--- src/rtl/br_arb_lru_pkt_mux.sv ---
// br_arb_lru_pkt_mux: packet-aware least-recently-used mux that shares one
// downstream valid/ready channel among NumRequesters upstream sources.
//
// Handshake: a beat moves on a channel in any cycle where valid && ready.
// An offered beat (valid=1, ready=0) must be held with stable data/last
// until accepted. push_ready[i] = pop_ready && (selected == i), so ready
// never waits on the requester's own valid.
//
// The grant is locked to one requester from its first offered beat until its
// last beat is accepted. The LRU order is updated only when a packet completes.
// The FSM state is visible as state_q (IDLE/LOCKED) for checkers.
module br_arb_lru_pkt_mux #(
    parameter int NumRequesters = 2,
    parameter int Width         = 1
) (
    input  logic                             clk,
    input  logic                             rst,
    input  logic [NumRequesters-1:0]         push_valid,
    output logic [NumRequesters-1:0]         push_ready,
    input  logic [NumRequesters-1:0]         push_last,
    input  logic [NumRequesters*Width-1:0]   push_data,
    output logic                             pop_valid,
    input  logic                             pop_ready,
    output logic                             pop_last,
    output logic [Width-1:0]                 pop_data,
    output logic [$clog2(NumRequesters)-1:0] pop_sel
);

    localparam int SelW = $clog2(NumRequesters);

    typedef enum logic {
        IDLE   = 1'b0,
        LOCKED = 1'b1
    } state_e;

    state_e                   state_q, state_d;
    logic [SelW-1:0]          sel_q, sel_d;
    logic [SelW-1:0]          sel;
    logic [SelW-1:0]          win_idx;
    logic [NumRequesters-1:0] win_vec;
    logic                     acc;
    logic                     lru_upd;

    // higher_q[i][j] = 1 means requester i currently outranks requester j.
    // The matrix is kept antisymmetric so the order is always a strict total order.
    logic [NumRequesters-1:0] higher_q [NumRequesters];
    logic [NumRequesters-1:0] higher_d [NumRequesters];

    // LRU winner: the valid requester that outranks every other valid requester.
    always_comb begin
        win_vec = '0;
        win_idx = '0;
        for (int i = 0; i < NumRequesters; i++) begin
            win_vec[i] = push_valid[i];
            for (int j = 0; j < NumRequesters; j++) begin
                if (j != i && push_valid[j] && !higher_q[i][j]) begin
                    win_vec[i] = 1'b0;
                end
            end
        end
        for (int i = 0; i < NumRequesters; i++) begin
            if (win_vec[i]) begin
                win_idx = SelW'(i);
            end
        end
    end

    // Datapath steering, handshake outputs, lock FSM and LRU next-state.
    always_comb begin
        state_d  = state_q;
        sel_d    = sel_q;
        higher_d = higher_q;
        lru_upd  = 1'b0;

        sel = (state_q == LOCKED) ? sel_q : win_idx;

        pop_valid = 1'b0;
        if (!rst) begin
            pop_valid = (state_q == LOCKED) ? push_valid[sel] : |push_valid;
        end
        pop_last = push_last[sel];
        pop_data = push_data[int'(sel)*Width +: Width];
        pop_sel  = sel;

        push_ready = '0;
        for (int i = 0; i < NumRequesters; i++) begin
            push_ready[i] = !rst && pop_ready && (sel == SelW'(i));
        end

        acc = pop_valid && pop_ready;

        case (state_q)
            IDLE: begin
                if (pop_valid) begin
                    if (acc && pop_last) begin
                        lru_upd = 1'b1;
                    end else begin
                        // Either the packet continues or the beat stalled:
                        // hold the grant so it cannot switch mid-offer.
                        state_d = LOCKED;
                        sel_d   = sel;
                    end
                end
            end
            LOCKED: begin
                if (acc && pop_last) begin
                    state_d = IDLE;
                    lru_upd = 1'b1;
                end
            end
            default: state_d = IDLE;
        endcase

        // Completed packet: granted requester drops below everyone else,
        // all other pairwise relations are untouched.
        if (lru_upd) begin
            for (int j = 0; j < NumRequesters; j++) begin
                if (SelW'(j) != sel) begin
                    higher_d[sel][j] = 1'b0;
                    higher_d[j][sel] = 1'b1;
                end
            end
        end
    end

    // State registers; reset restores IDLE and index order 0 (highest) .. N-1.
    always_ff @(posedge clk) begin
        if (rst) begin
            state_q <= IDLE;
            sel_q   <= '0;
            for (int i = 0; i < NumRequesters; i++) begin
                for (int j = 0; j < NumRequesters; j++) begin
                    higher_q[i][j] <= (i < j);
                end
            end
        end else begin
            state_q  <= state_d;
            sel_q    <= sel_d;
            higher_q <= higher_d;
        end
    end

    // Grant sanity properties.
    a_ready_onehot0 : assert property (@(posedge clk) disable iff (rst)
        $onehot0(push_ready));
    a_valid_source : assert property (@(posedge clk) disable iff (rst)
        pop_valid |-> push_valid[pop_sel]);
    a_acc_ready : assert property (@(posedge clk) disable iff (rst)
        (pop_valid && pop_ready) |-> push_ready[pop_sel]);

endmodule

--- config.mk ---
export PLATFORM = sky130hd
export DESIGN_NAME = br_arb_lru_pkt_mux
export DESIGN_NICKNAME = d
export VERILOG_FILES = /design/src/rtl/br_arb_lru_pkt_mux.sv
export SDC_FILE = /design/constraint.sdc
export NUM_CORES = 1
export LEC_CHECK = 0
export CAP_MARGIN = 10
export CORE_AREA = 2 2 39 41
export DETAILED_ROUTE_END_ITERATION = 7
export DIE_AREA = 0 0 41 43
export GPL_ROUTABILITY_DRIVEN = 0
export GPL_TIMING_DRIVEN = 0
export MAX_ROUTING_LAYER = met4
export PLACE_DENSITY = 0.54
export REMOVE_ABC_BUFFERS = 1
export SETUP_SLACK_MARGIN = 0.5
export SYNTH_ARGS = -nofsm -noshare
export SYNTH_HDL_FRONTEND = slang
export SYNTH_SLANG_ARGS = --single-unit
export TNS_END_PERCENT = 20
--- constraint.sdc ---
create_clock -name clk -period 4.12 [get_ports clk]
set_clock_uncertainty 0.1 [all_clocks]
set_input_delay 0.618 -clock clk [delete_from_list [all_inputs] [get_ports clk]]
set_output_delay 0.618 -clock clk [all_outputs]
set_load 0.01 [all_outputs]
# Word level (Yosys, flattened, before mapping)
# Cells that the tools add are included.
dict set report totals {
  reg_bits 6
  in_bits 9
  out_inout_bits 6
  wordCells 55
}
dict set report op_classes {
  magnitude_cmp 4
  shift 1
  muxes 24
  n_bitwise 10
  reduce_logical 12
}
# op count
set ops {}
lappend ops {{$mux 1} 15}
lappend ops {{$mux 4} 3}
lappend ops {{$and 4x4->4} 2}
lappend ops {{$logic_and 1x1->1} 8}
lappend ops {{$not 4->4} 2}
lappend ops {{$demux 2 s1} 2}
lappend ops {{$or 2x2->2} 2}
lappend ops {{$pmux 1 s2} 2}
lappend ops {{$not 1->1} 3}
lappend ops {{$reduce_and 3->1} 1}
lappend ops {{$ge 2x2->1 const B} 1}
lappend ops {{$logic_not 1->1} 2}
lappend ops {{$lt 1x2->1 const B} 1}
lappend ops {{$lt 2x1->1 const B} 1}
lappend ops {{$mux 2} 1}
lappend ops {{$not 1->2} 1}
lappend ops {{$reduce_or 2->1} 1}
lappend ops {{$shiftx 2x2->1} 1}
lappend ops {{$demux 1 s1} 1}
lappend ops {{$ge 1x1->1 const B} 1}

# Longest topological paths before layout
dict set report logic_depth {
  depth_word 18
  depth_mapped 4
}

# Worst setup path before layout
# No wires, ideal clock.
dict set report synth_path {
  path_type {input port to output port}
  start {in push_valid[0]}
  end {out pop_last}
  arrival_ns 1.520
  setup_slack_ns 1.882
  path_stages 3
  path_buffers 0
  path_cell_list {and2b_1 -> o21ai_2 -> mux2_2}
}
dict set report synth_between {
  elab_chain_len 6
}
# element line
set synth_lines {}
lappend synth_lines {{start: declaration} 18} ;# input logic [NumRequesters-1:0] push_valid,
lappend synth_lines {{$logic_and 1x1->1} 56} ;# if (j != i && push_valid[j] && !higher_q[i][j]) begin
lappend synth_lines {{$mux 1} 56}
lappend synth_lines {{$mux 1} 62} ;# if (win_vec[i]) begin
lappend synth_lines {{$mux 1} 75} ;# sel = (state_q == LOCKED) ? sel_q : win_idx;
lappend synth_lines {{named net pop_sel} 26} ;# output logic [$clog2(NumRequesters)-1:0] pop_sel
lappend synth_lines {{$mux 1 (not written as such) (2 in series)} 81} ;# pop_last = push_last[sel];
lappend synth_lines {{end: declaration} 24} ;# output logic pop_last,
# The timed path passes the listed nets, and every way through them passes these cells. The select of a mux whose other input is x is not followed.

# Worst setup path in the final report
dict set report layout_path {
  start {in push_valid[0]}
  end {out pop_last}
}
dict set report layout_between {
  elab_chain_len 6
}
# element line
set layout_lines {}
lappend layout_lines {{$logic_and 1x1->1} 56}
lappend layout_lines {{$mux 1} 56}
lappend layout_lines {{$mux 1} 62}
lappend layout_lines {{$mux 1} 75}
lappend layout_lines {{$mux 1 (not written as such) (2 in series)} 81}
# No other way between the ends. The select of a mux whose other input is x is not followed.

==> run metrics <==
Final WS setup=~0.82 ns; Clk Latency, worst-skew pair=between 0.2 and 0.25 ns; Slew HR=75.8%; Netlist cell types=23; Ys Warns=0; multiplexer share of the synthesized area=7.66%; CP cell instances=clkdlybuf4s50_1 > and2b_1 > o21ai_2 > mux2_2 > clkdlybuf4s50_1; Num Clock Sinks=3; P&R area growth vs syn=63.4%; CTS root buf=clkbuf_4; register area share after synthesis=20.4%; hold slack final=approximately 0.43 ns; RSZ-0062 raised after global routing=no; Longest Clk Path Bufs=2; Resized Gates After CTS=0; Core Area=1380 µm²; status=finished clean; via count=287; Worst path top cell family by delay=buffers and inverters; DR iter-0 viols=1; max-cap viol count=0; Worst VDD drop=0.000202 V; total negative slack=0 ns; Final Critical Period=3.30 ns; nets=between 50 and 60; DRC Markers=0; drt pass-1 iters=2; crit path max fanout=7; most used cell, CP=clkdlybuf4s50_1; synthesized area=294 µm²; Initial Util=21.2%; die span in y=43 µm; Final Cycle Share=80.2%; largest net degree at the start of global routing=8; multi-input combinational cell area=223 µm²; gr ovfl total=0; crit path DAT=around 2.6 ns; Worst-Margin Slew=between 0.3 and 0.4 ns; post-route ant nets=0; final wirelength=738 µm; vias in the first global route=290; CP endpoint kind=primary output; Pwr Density=271 nW/µm²; CP Class=primary input to primary output; first-pass GRT wire length=1170 µm; Setup WS pre-CTS=0.816 ns; dpl hpwl=about 600 µm; TritonCTS clock tree=done; total CTS buffers=3; fmax=0.303 GHz; largest family of logic cells by synthesized area=compound AO/OA/AOI/OAI gates; average cell area after synthesis=9.48 µm²; Synth Area in Adders=0%; Leak=~0.17 nW; post-synthesis compound-gate area fraction=43.0%; Hold/Removal Path Class=flip-flop to flip-flop; # IOs=15; hold buffer count at CTS=0; Clock transition at path regs=0.03 ns; vias per cell=about 4.4; total power=0.000130 W; slowest stage delay, CP=slightly above 0.5 ns; Crit-path slowest cell=clkdlybuf4s50_1; # rows=14; setup bufs post-CTS=0; Antenna Cells=0; die span in x=41 µm; initial antenna violation count=0; xor/xnor share of the synthesized area=0%; CP startpoint kind=primary input; Mapped Cells=31; FF+latch area=60.1 µm²; drt wl/cell=11.4 µm; Synth Area in Simple Gates=25.1%; layout cell share with drive strength beyond 1=20.4%; Hold Fails Final Rpt=0; final setup fails=0; DIE AREA=between 1500 and 2000 µm²; Slew Limit Fails=0; Seq cells post-synth=3; CP required=3.40 ns; GRT Overall Usage=9.77%; Port Buffer Count=14; buffers and inverters on the worst path=2; # H-tree levels=1; fillers=150
worst paths after layout:
check	startpoint	endpoint	slack, ns	depth (start not counted)
worst max register to register	higher_q[0]$_SDFFE_PP0P_	sel_q$_SDFFE_PP0P_	2.44	4
worst max-delay path	push_valid[0]	pop_last	0.82	5
worst min register to register	higher_q[0]$_SDFFE_PP0P_	higher_q[0]$_SDFFE_PP0P_	0.43	2
worst min-delay path	higher_q[0]$_SDFFE_PP0P_	higher_q[0]$_SDFFE_PP0P_	0.43	2
registers in the layout, summed over array words and instances (netlist names):
signal and cells:
state_q 1, higher_q 1, sel_q 1
layout by cell type, fill, tap and decap left out:
cell and count:
clkdlybuf4s50_1 14, nor3_1 3, inv_1 3, clkbuf_4 3, dfxtp_1 3, nand2b_1 2, a21bo_1 2, and2b_1 1
nand2_1 1, o21ai_2 1, mux2_1 1, nor2_1 1, mux2_2 1, a21oi_1 1, nor3b_2 1, nor2b_1 1
a211oi_4 1, a211oi_1 1, o21ba_2 1, o32a_1 1, or3_1 1, o22a_1 1, a21oi_2 1, and3_1 1
a2111oi_4 1, clkbuf_1 1
cells by family (layout without fill, tap and decap cells):
logic type | after synthesis | in the layout
flops | 3 | 3
compound gates | 11 | 11
simple gates | 12 | 12
mux | 2 | 2
buf+inv | 3 | 21
metrics by stage:
step	cell area (µm²)	utilization, %	std cells
global placement	454	32.8	61
detailed placement	454	32.8	61
CTS	480	34.7	65
finish	480	34.7	65
floorplan	294	-	31
global route	480	34.7	65
worst reg2reg max path, cell delays in order, from the launching register on:
cell	delay [ns]
dfxtp_1	0.35
and2b_1	0.22
o21ai_2	0.32
mux2_2	0.41
a21bo_1	0.17
routing by layer:
layer | global-route usage (%) | vias to the layer above | wire [µm]
met5 | - | - | 0
met4 | 0 | 0 | 0
met3 | 4.71 | 0 | 36
met2 | 14.1 | 6 | 325
met1 | 13.2 | 129 | 376
li1 | - | 152 | -
Yosys cell counts:
master,number,area [µm²]
mux2_2,1,11.3
nand2_1,1,3.75
o22a_1,1,8.76
a21bo_1,2,20.0
a21oi_1,1,5.00
a21oi_2,1,8.76
a211oi_4,1,20.0
o32a_1,1,10.0
nor2_1,1,3.75
o21ba_2,1,10.0
a2111oi_4,1,27.5
nand2b_1,2,12.5
nor3_1,3,15.0
mux2_1,1,11.3
and2b_1,1,7.51
a211oi_1,1,7.51
o21ai_2,1,8.76
nor3b_2,1,12.5
nor2b_1,1,6.26
or3_1,1,6.26
inv_1,3,11.3
and3_1,1,6.26
dfxtp_1,3,60.1
where the power goes:
group	internal, W	switching, W
Sequential	0.0000315	0.00000256
Clock	0.0000362	0.0000137
Combinational	0.0000264	0.0000199
area by class of cell:
cell class	count	area share (%)
clock buffers	4	5.47
inverters	3	2.34
multi-input cells	25	46.4
flip-flops and latches	3	12.5
well taps	16	4.17
repair buffers	14	29.2
Note: power is estimated with default switching activity, not from simulation.
